===== config.mk =====
export PLATFORM = sky130hd
export DESIGN_NAME = clk_ratio_detect
export DESIGN_NICKNAME = d
export VERILOG_FILES = /design/src/rtl/clk_ratio_pkg.sv /design/src/rtl/clk_ratio_detect_sync_edge_det.sv /design/src/rtl/clk_ratio_detect.sv
export SDC_FILE = /design/constraint.sdc
export NUM_CORES = 1
export LEC_CHECK = 0
export BUFFER_PORTS_ARGS = -buffer_cell sky130_fd_sc_hd__buf_2
export CAP_MARGIN = 20
export CORE_MARGIN = 2
export CORE_UTILIZATION = 34
export DETAILED_ROUTE_END_ITERATION = 8
export HOLD_SLACK_MARGIN = 0.08
export PLACE_DENSITY = 0.59
export SLEW_MARGIN = 5
export SYNTH_ARGS = -nofsm -noshare
export SYNTH_HDL_FRONTEND = slang
export SYNTH_SLANG_ARGS = --single-unit

===== constraint.sdc =====
create_clock -name i_ref_clk -period 3.1 [get_ports i_ref_clk]
set_clock_uncertainty 0.2 [all_clocks]
set_input_delay 0.465 -clock i_ref_clk [delete_from_list [all_inputs] [get_ports i_ref_clk]]
set_output_delay 0.465 -clock i_ref_clk [all_outputs]
set_load 0.02 [all_outputs]

===== src/rtl/clk_ratio_pkg.sv =====
// Shared FSM encoding and default sizing for the clock-ratio detector.
package clk_ratio_pkg;

  typedef enum logic [1:0] {
    IDLE      = 2'd0,
    WAIT_RISE = 2'd1,
    MEASURE   = 2'd2,
    LOCKED    = 2'd3
  } state_t;

  localparam int DEF_CNT_W       = 8;
  localparam int DEF_LOCK_CNT    = 3;
  localparam int DEF_SYNC_STAGES = 2;

endpackage


===== src/rtl/clk_ratio_detect_sync_edge_det.sv =====
// Synchronizes the measured clock into i_ref_clk and emits registered
// one-cycle rise/fall pulses from the last two flops of the chain.
module sync_edge_det #(
  parameter int SYNC_STAGES = 2
) (
  input  logic i_ref_clk,
  input  logic i_rst_n,
  input  logic i_meas_clk,
  output logic rise_pulse,
  output logic fall_pulse
);

  logic [SYNC_STAGES-1:0] sync_reg;
  logic                   hist_reg;
  logic [SYNC_STAGES:0]   primed_reg;
  logic                   rise_reg;
  logic                   fall_reg;
  logic                   sync_last;
  logic                   primed;

  assign sync_last = sync_reg[SYNC_STAGES-1];
  // The reset value of the chain is not a real sample; only compare once the
  // history flop holds a genuinely sampled level, so a clock that is high at
  // reset release is not mistaken for a rise.
  assign primed    = primed_reg[SYNC_STAGES];

  always_ff @(posedge i_ref_clk or negedge i_rst_n) begin
    if (!i_rst_n) begin
      sync_reg   <= '0;
      hist_reg   <= 1'b0;
      primed_reg <= '0;
      rise_reg   <= 1'b0;
      fall_reg   <= 1'b0;
    end else begin
      sync_reg   <= {sync_reg[SYNC_STAGES-2:0], i_meas_clk};
      hist_reg   <= sync_last;
      primed_reg <= {primed_reg[SYNC_STAGES-1:0], 1'b1};
      rise_reg   <= primed & sync_last & ~hist_reg;
      fall_reg   <= primed & ~sync_last & hist_reg;
    end
  end

  assign rise_pulse = rise_reg;
  assign fall_pulse = fall_reg;

endmodule


===== src/rtl/clk_ratio_detect.sv =====
// Measures high/low phase lengths of a divided clock in i_ref_clk cycles,
// reports the ratio each period and tracks lock / sticky error.
module clk_ratio_detect
  import clk_ratio_pkg::*;
#(
  parameter int CNT_W       = DEF_CNT_W,
  parameter int LOCK_CNT    = DEF_LOCK_CNT,
  parameter int SYNC_STAGES = DEF_SYNC_STAGES
) (
  input  logic             i_ref_clk,
  input  logic             i_rst_n,
  input  logic             i_enable,
  input  logic             i_meas_clk,
  output logic [CNT_W-1:0] o_high_cnt,
  output logic [CNT_W-1:0] o_low_cnt,
  output logic [CNT_W:0]   o_ratio,
  output logic             o_odd,
  output logic             o_valid,
  output logic             o_locked,
  output logic             o_err
);

  localparam int                 MATCH_W   = $clog2(LOCK_CNT + 1);
  localparam logic [CNT_W-1:0]   CNT_MAX   = {CNT_W{1'b1}};
  localparam logic [MATCH_W-1:0] MATCH_MAX = MATCH_W'(LOCK_CNT);

  logic rise_pulse;
  logic fall_pulse;

  sync_edge_det #(
    .SYNC_STAGES(SYNC_STAGES)
  ) u_sync_edge_det (
    .i_ref_clk (i_ref_clk),
    .i_rst_n   (i_rst_n),
    .i_meas_clk(i_meas_clk),
    .rise_pulse(rise_pulse),
    .fall_pulse(fall_pulse)
  );

  state_t             state_reg,  state_next;
  logic [CNT_W-1:0]   cnt_reg,    cnt_next;
  logic [CNT_W-1:0]   hold_reg,   hold_next;
  logic [CNT_W-1:0]   high_reg,   high_next;
  logic [CNT_W-1:0]   low_reg,    low_next;
  logic [CNT_W:0]     ratio_reg,  ratio_next;
  logic               odd_reg,    odd_next;
  logic               valid_reg,  valid_next;
  logic               locked_reg, locked_next;
  logic               err_reg,    err_next;
  logic [MATCH_W-1:0] match_reg,  match_next;

  logic               any_edge;
  logic               cnt_sat;
  logic               timeout;
  logic [CNT_W:0]     ratio_new;
  logic [MATCH_W-1:0] match_inc;

  assign any_edge  = rise_pulse | fall_pulse;
  assign cnt_sat   = (cnt_reg == CNT_MAX);
  // An edge arriving together with saturation wins: the saturated count is captured.
  assign timeout   = cnt_sat & ~any_edge;
  assign ratio_new = {1'b0, hold_reg} + {1'b0, cnt_reg};
  assign match_inc = (match_reg == MATCH_MAX) ? match_reg : match_reg + 1'b1;

  always_comb begin
    state_next  = state_reg;
    cnt_next    = cnt_reg;
    hold_next   = hold_reg;
    high_next   = high_reg;
    low_next    = low_reg;
    ratio_next  = ratio_reg;
    odd_next    = odd_reg;
    valid_next  = 1'b0;
    locked_next = locked_reg;
    err_next    = err_reg;
    match_next  = match_reg;

    if (!i_enable) begin
      state_next  = IDLE;
      cnt_next    = '0;
      hold_next   = '0;
      high_next   = '0;
      low_next    = '0;
      ratio_next  = '0;
      odd_next    = 1'b0;
      locked_next = 1'b0;
      err_next    = 1'b0;
      match_next  = '0;
    end else begin
      if (state_reg == IDLE) begin
        cnt_next = '0;
      end else if (any_edge) begin
        cnt_next = CNT_W'(1);
      end else if (!cnt_sat) begin
        cnt_next = cnt_reg + 1'b1;
      end

      case (state_reg)
        IDLE: state_next = WAIT_RISE;

        WAIT_RISE: begin
          if (rise_pulse) begin
            state_next = MEASURE;
          end else if (timeout) begin
            err_next    = 1'b1;
            locked_next = 1'b0;
            match_next  = '0;
          end
        end

        MEASURE, LOCKED: begin
          if (fall_pulse) begin
            hold_next = cnt_reg;
          end
          if (rise_pulse) begin
            low_next   = cnt_reg;
            high_next  = hold_reg;
            ratio_next = ratio_new;
            odd_next   = (hold_reg != cnt_reg);
            valid_next = 1'b1;
            if (ratio_new == ratio_reg) begin
              match_next = match_inc;
              if ((state_reg == MEASURE) && (match_inc == MATCH_MAX)) begin
                state_next  = LOCKED;
                locked_next = 1'b1;
              end
            end else begin
              match_next = '0;
              if (state_reg == LOCKED) begin
                state_next  = MEASURE;
                locked_next = 1'b0;
                err_next    = 1'b1;
              end
            end
          end else if (timeout) begin
            state_next  = WAIT_RISE;
            locked_next = 1'b0;
            err_next    = 1'b1;
            match_next  = '0;
          end
        end

        default: state_next = IDLE;
      endcase
    end
  end

  always_ff @(posedge i_ref_clk or negedge i_rst_n) begin
    if (!i_rst_n) begin
      state_reg  <= IDLE;
      cnt_reg    <= '0;
      hold_reg   <= '0;
      high_reg   <= '0;
      low_reg    <= '0;
      ratio_reg  <= '0;
      odd_reg    <= 1'b0;
      valid_reg  <= 1'b0;
      locked_reg <= 1'b0;
      err_reg    <= 1'b0;
      match_reg  <= '0;
    end else begin
      state_reg  <= state_next;
      cnt_reg    <= cnt_next;
      hold_reg   <= hold_next;
      high_reg   <= high_next;
      low_reg    <= low_next;
      ratio_reg  <= ratio_next;
      odd_reg    <= odd_next;
      valid_reg  <= valid_next;
      locked_reg <= locked_next;
      err_reg    <= err_next;
      match_reg  <= match_next;
    end
  end

  assign o_high_cnt = high_reg;
  assign o_low_cnt  = low_reg;
  assign o_ratio    = ratio_reg;
  assign o_odd      = odd_reg;
  assign o_valid    = valid_reg;
  assign o_locked   = locked_reg;
  assign o_err      = err_reg;

endmodule


==> results of run 1 <==
[logic make-up (layout without fill, tap and decap cells)]
group           after synthesis  after routing  synth area share
compound gates               94             94             0.191
xor+xnor                     17             17            0.0532
fa+ha+maj                    10             10            0.0434
buf+inv                      28             62            0.0450
flops                        57             57             0.466
mux                           1              1           0.00327
other cells                   1              1           0.00123
simple gates                126            126             0.196
[cells in the final DEF (no fill, tap or decap), types with 3 or more instances in the layout]
master and n:
ha_1 9, a31oi_1 3, o21ai_0 10, nand2_1 65
nor3_1 5, inv_1 5, dfrtp_1 57, buf_2 32
a21o_1 3, clkbuf_8 9, a211oi_1 3, nand3_1 12
buf_4 6, o21bai_1 5, a21oi_1 48, nor4_1 3
o22ai_1 4, and3_1 3, nor2_1 19, xnor2_1 10
xor2_1 6, o21a_1 3, nor4b_1 3
[per-stage QoR]
stage	worst slack, ns	power (mW)	hold slack (ns)	std cells	instance area, µm²
CTS	0.221	1.48	0.156	476	3480
global placement	0.297	0.845	0.132	458	3280
detailed placement	0.234	0.846	0.138	458	3280
finish	0.190	1.46	0.153	476	3480
global route	0.0688	1.53	0.169	476	3480
floorplan	0.502	0.812	-0.0306	334	3060
[worst reg2reg max path, stage by stage (launching register included)]
cell and delay (ns):
dfrtp_1 0.46, ha_1 0.27, fa_1 0.43, a21o_1 0.22, a21oi_1 0.34, o311ai_1 0.18
nor4_2 0.20, nand4_2 0.23, a31o_1 0.27
[metal layers]
layer / wire (µm) / share of wire
met5: 0 / 0
met4: 113 / 0.016
met3: 245 / 0.035
met2: 3240 / 0.46
met1: 3410 / 0.49
[power by group through the flow]
stage	clock network, mW	logic [mW]	registers, mW
6_report	0.631	0.0683	0.764
5_1_grt	0.687	0.0774	0.765
4_1_cts	0.647	0.0705	0.763
3_5_place_dp	0	0.0680	0.778
3_3_place_gp	0	0.0677	0.777
2_1_floorplan	0	0.0405	0.772
[what timing repair did]
item / in CTS / in global routing
buffers inserted: 0 / 0
endpoints found under the hold margin: 16 / 0
endpoints found under the setup margin: 0 / 0
hold buffers: 2 / 0
[cell type report]
| class | count | area, µm² | area share |
|---|---|---|---|
| tap | 108 | 135 | 0.0388 |
| multi-input combinational | 249 | 1490 | 0.429 |
| clock buffer | 9 | 124 | 0.0356 |
| inverter | 6 | 22.5 | 0.00647 |
| clock inverter | 7 | 55.1 | 0.0158 |
| timing repair buffer | 40 | 225 | 0.0647 |
| sequential | 57 | 1430 | 0.410 |
[path summary, 6_finish.rpt]
check	end	startpoint	depth (start not counted)
worst max-delay path	o_err$_DFFE_PN0P_	cnt_reg[0]$_DFFE_PN0P_	8
worst min-delay path	u_sync_edge_det.primed_reg[1]$_DFF_PN0_	u_sync_edge_det.primed_reg[0]$_DFF_PN0_	0
worst max register to register	o_err$_DFFE_PN0P_	cnt_reg[0]$_DFFE_PN0P_	8
worst min register to register	u_sync_edge_det.primed_reg[1]$_DFF_PN0_	u_sync_edge_det.primed_reg[0]$_DFF_PN0_	0
max in group asynchronous	match_reg[1]$_DFFE_PN0P_	i_rst_n	3
min in group asynchronous	o_low_cnt[6]$_DFFE_PN0P_	i_rst_n	2
==> flow_summary.yaml, run 1 <==
status:
  outcome: "complete, no violations"
clocking:
  clock_sinks: 57
  cts_root_buffer: "clkbuf_8"
  cts_tree: "yes"
  clkTransAtPathRegs_ns: 0.08
  cts_resized: 0
  cts_made_buffers: 9
  htreeDepth: 3
  clock_path_buffers: 2
  clock_latency_ns: 0.35
timing:
  tightestPinTransition_ns: 0.620
  rsz0062_at_grt: "false"
  hold_viol_final: 0
  fin_crit_ns: 2.91
  slew_headroom: 0.583
  fin_crit_sh: 0.939
  setup_tns_ns: 0
  slew_violations: 0
  setup-violations-final: 0
  max_freq_ghz: 0.344
worst_setup_path:
  crit_family: "compound AO/OA/AOI/OAI gates"
  r2r_slack_ns: 0.19
  required_ns: 3.14
  critPathKind: "reg -> reg"
  cp-end-kind: "register"
  worstPathMaxFanout: 6
  arrival_ns: 2.95
  critPathBufInv: 0
  crit_chain: "ha_1, fa_1, a21o_1, a21oi_1, o311ai_1, nor4_2, nand4_2, a31o_1"
  max_stage_delay_ns: 0.46
  cp-start-kind: "register"
  cpMaxStageDelayCell: "dfrtp_1"
logic_synthesis:
  ys_top_cells_by_area: "dfrtp_1 (47%), nand2_1 (8.0%), a21oi_1 (7.9%)"
  syn-cell-area_um2: 3060
  yosysWarnings: 0
  synth.most_common_cell: "nand2_1"
  synthArstFlopShare: 1.00
  synth.avg_cell_area_um2: 9.16
  seq_area_frac_synth: 0.466
  ys.flop_type: "dfrtp_1"
  synth.distinct_cells: 53
  yosys_register_bits: 57
  synth_top_area_frac: 0.466
  syn_inst: 334
  ys_top_cells_by_count: "nand2_1 (65), dfrtp_1 (57), a21oi_1 (48), nor2_1 (19)"
  synth-edff-count: 0
  yosys.area.top_type: "dfrtp_1"
  synth.net_count: 348
detailed_routing:
  routed_wl_um: 7020
  drt_iter0_drc: 165
  post_drt_wl_per_cell_um: 14.7
  vias_per_cell: 5.17
  antenna_left: 0
  vias: 2463
  dr.pass1.iters: 5
  drcViolationCount: 0
floorplan:
  pin_count: 33
  start_util: 0.351
  fp.dieH_um: 98.8
  core_area_um2: 8720
  dieArea_um2: 9770
  die_w_um: 98.8
  rows: 34
final_layout:
  fin_util: 0.399
  largest_reg_flops: 9
  fill_cells: 884
  area_growth_pct: 13.9
  num-nets-final: 377
  n_antenna_cell: 0
  drive_gt1_frac: 0.182
pwr:
  p_sw_frac: 0.269
  peakVddDrop_v: 0.000238
  seqPwrFrac: 0.522
  p_sw_mw: 0.393
  p_leak_nw: 1.61
  comb_power_share: 0.047
  cell_internal_pwr_mw: 1.07
  power_frac_clock: 0.431
  power.density_nw_per_um2: 420
grt:
  gr-usage-met2: 0.236
  use_met1: 0.216
  grt_antenna_before_repair: 0
  overflow: 0
  grt_pass1_vias: 2472
  busiest_layer: "met2"
  grt_usage: 0.156
  grt_pass1_wl_um: 12200
  gr-usage-met3: 0.0340
  grt_start_max_net_pins: 32
placed_design:
  port-buffer-count: 32
  finalWeightedCongestion: 0.939
  hpwl_um: 5110
hold_path:
  hold_path.class: "reg -> reg"
run:
  cap_viol_max_count: 0
(Power assumes the default switching activity.)
==> run 2, diff against run 1 <==
Settings changed: CORE_MARGIN 2 to not set.
==> run 2 against run 1 <==
  * Clock power is 18% higher
  * Core utilization rose by 0.72 points
  * Die area is 4.0% lower
  * Total power grew 8.0%
  * Sequential share of layout area shrank 0.72 points
  * Via count up 2.0%
  * Fmax is 1.4% higher
  * Combinational power is 6.4% higher
  * Clock-buffer cell count is 4 higher
  * Sequential power about the same
  * Global-route usage grew 0.17 points
  * Critical endpoint unchanged
  * Largest cell class unchanged
==> flow_summary.yaml, run 2 (synthesis results as in run 1) <==
worst_setup_path:
  crit_chain: "ha_1, fa_1, a21o_1, a21oi_1, o311ai_1, nor4_2, nand4_2, a31o_1"
  worst-r2r-cell-count: 8
  arrival_ns: 2.89
  worstPathMaxFanout: 6
  r2r_slack_ns: 0.23
  cp-end-kind: "register"
  cp-start-kind: "register"
  critPathKind: "reg -> reg"
  required_ns: 3.12
  max_stage_delay_ns: 0.47
  cpMaxStageDelayCell: "dfrtp_1"
final_layout:
  mostFrequentLayoutCells: "nand2_1 (65), dfrtp_1 (57), a21oi_1 (48)"
  largest_reg_flops: 9
  final_cells: 476
  drive_gt1_frac: 0.182
  fin_util: 0.406
  area_growth_pct: 15.9
  final_common_cell: "nand2_1"
  finish.instance_area_um2: 3540
  n_antenna_cell: 0
  num-nets-final: 378
  fill_cells: 848
timing:
  setup-violations-final: 0
  hold_viol_final: 0
  rsz0062_at_grt: "false"
  max_freq_ghz: 0.348
  slew_headroom: 0.587
  worst_slack_ns: 0.230
  setup_tns_ns: 0
  slew_violations: 0
  tightestPinTransition_ns: 0.614
  fin_crit_sh: 0.926
  fin_crit_ns: 2.87
pwr:
  seqPwrFrac: 0.484
  p_sw_frac: 0.221
  comb_power_share: 0.046
  power_frac_clock: 0.470
  p_sw_mw: 0.349
  peakVddDrop_v: 0.000281
  p_leak_nw: 1.65
  cell_internal_pwr_mw: 1.23
  power.density_nw_per_um2: 446
clocking:
  clock_sinks: 57
  cts_tree: "yes"
  cts_resized: 0
  clock_latency_ns: 0.33
  cts_made_buffers: 9
  cts_root_buffer: "clkbuf_8"
  clock_path_buffers: 2
  htreeDepth: 3
  clkTransAtPathRegs_ns: 0.06
placed_design:
  port-buffer-count: 32
  finalWeightedCongestion: 0.849
  placed_cell_area_um2: 3280
  dpl.cell_count: 458
  hpwl_um: 4830
  pre_cts_slack_ns: 0.259
grt:
  grt_pass1_wl_um: 11900
  grt_antenna_before_repair: 0
  grt_usage: 0.157
  grt_start_max_net_pins: 44
  overflow: 0
  grt_pass1_vias: 2453
floorplan:
  fp.dieH_um: 96.8
  die_w_um: 96.8
  core_area_um2: 8720
  rows: 34
  pin_count: 33
  start_util: 0.351
  dieArea_um2: 9380
detailed_routing:
  vias_per_cell: 5.28
  routed_wl_um: 7070
  drcViolationCount: 0
  vias: 2512
  post_drt_wl_per_cell_um: 14.9
  drt_iter0_drc: 101
  antenna_left: 0
  dr.pass1.iters: 4
status:
  outcome: "complete, no violations"
hold_path:
  hold_depth: 0
  hold_path.class: "reg -> reg"
run:
  cap_viol_max_count: 0
## run 2: cell count changes in the layout (fill, tap and decap cells not counted)
cell / previous run / this run
buf_16: 0 / 1
bufinv_16: 0 / 1
inv_6: 2 / 0
clkinv_4: 2 / 0
clkinvlp_4: 2 / 0
clkbuf_8: 9 / 13
## run 2: cell type report
| class | instances | area, µm² | share of cell area |
|---|---|---|---|
| well taps | 108 | 135 | 0.0381 |
| inverters | 6 | 22.5 | 0.00635 |
| flip-flops and latches | 57 | 1430 | 0.402 |
| multi-input cells | 249 | 1490 | 0.421 |
| clock inverters | 2 | 35.0 | 0.00988 |
| clock buffers | 13 | 179 | 0.0505 |
| repair buffers | 41 | 253 | 0.0713 |
## run 2: power by group through the flow
stage	Sequential (mW)	Clock [mW]	Combinational (mW)
after CTS	0.765	0.761	0.0690
after detailed placement	0.778	0	0.0677
after floorplan	0.772	0	0.0405
after global routing	0.765	0.789	0.0821
after global placement	0.777	0	0.0663
final	0.765	0.742	0.0727
## run 2: critical path, delay by kind of cell (launching register included)
| family | cells | cell delay [ns] |
|---|---|---|
| DFF | 1 | 0.47 |
| AOI/OAI and AO/OA | 4 | 0.98 |
| and+or+nand+nor | 2 | 0.41 |
| adders and majority gates | 2 | 0.71 |
## run 2: path summary, 6_finish.rpt
check                                                         from                                 endpoint
max in group asynchronous                                  i_rst_n                  hold_reg[2]$_DFFE_PN0P_
min reg2reg                u_sync_edge_det.primed_reg[1]$_DFF_PN0_  u_sync_edge_det.primed_reg[2]$_DFF_PN0_
min                        u_sync_edge_det.primed_reg[1]$_DFF_PN0_  u_sync_edge_det.primed_reg[2]$_DFF_PN0_
max                                         cnt_reg[0]$_DFFE_PN0P_                        o_err$_DFFE_PN0P_
max reg2reg                                 cnt_reg[0]$_DFFE_PN0P_                        o_err$_DFFE_PN0P_
min in group asynchronous                                  i_rst_n                 o_low_cnt[2]$_DFFE_PN0P_
## run 2: metal layers
layer  wire length, µm  track usage  vias to the layer above
li1                  -            -                     1225
met1              3440        0.213                     1216
met2              3240        0.241                       63
met3               293       0.0405                        8
met4               100       0.0620                        0
met5                 0            0                        -
## run 2: per-stage QoR
step	hold WS (ns)	power [mW]
final	0.147	1.58
after global routing	0.154	1.64
after CTS	0.114	1.59
after detailed placement	0.136	0.846
after global placement	0.132	0.844
after floorplan	-0.0306	0.812
## run 2: what timing repair did
action / CTS / global route
setup endpoints to repair: 0 / 0
hold buffers: 1 / 1
hold endpoints to repair: 1 / 18
buffers inserted: 0 / 0
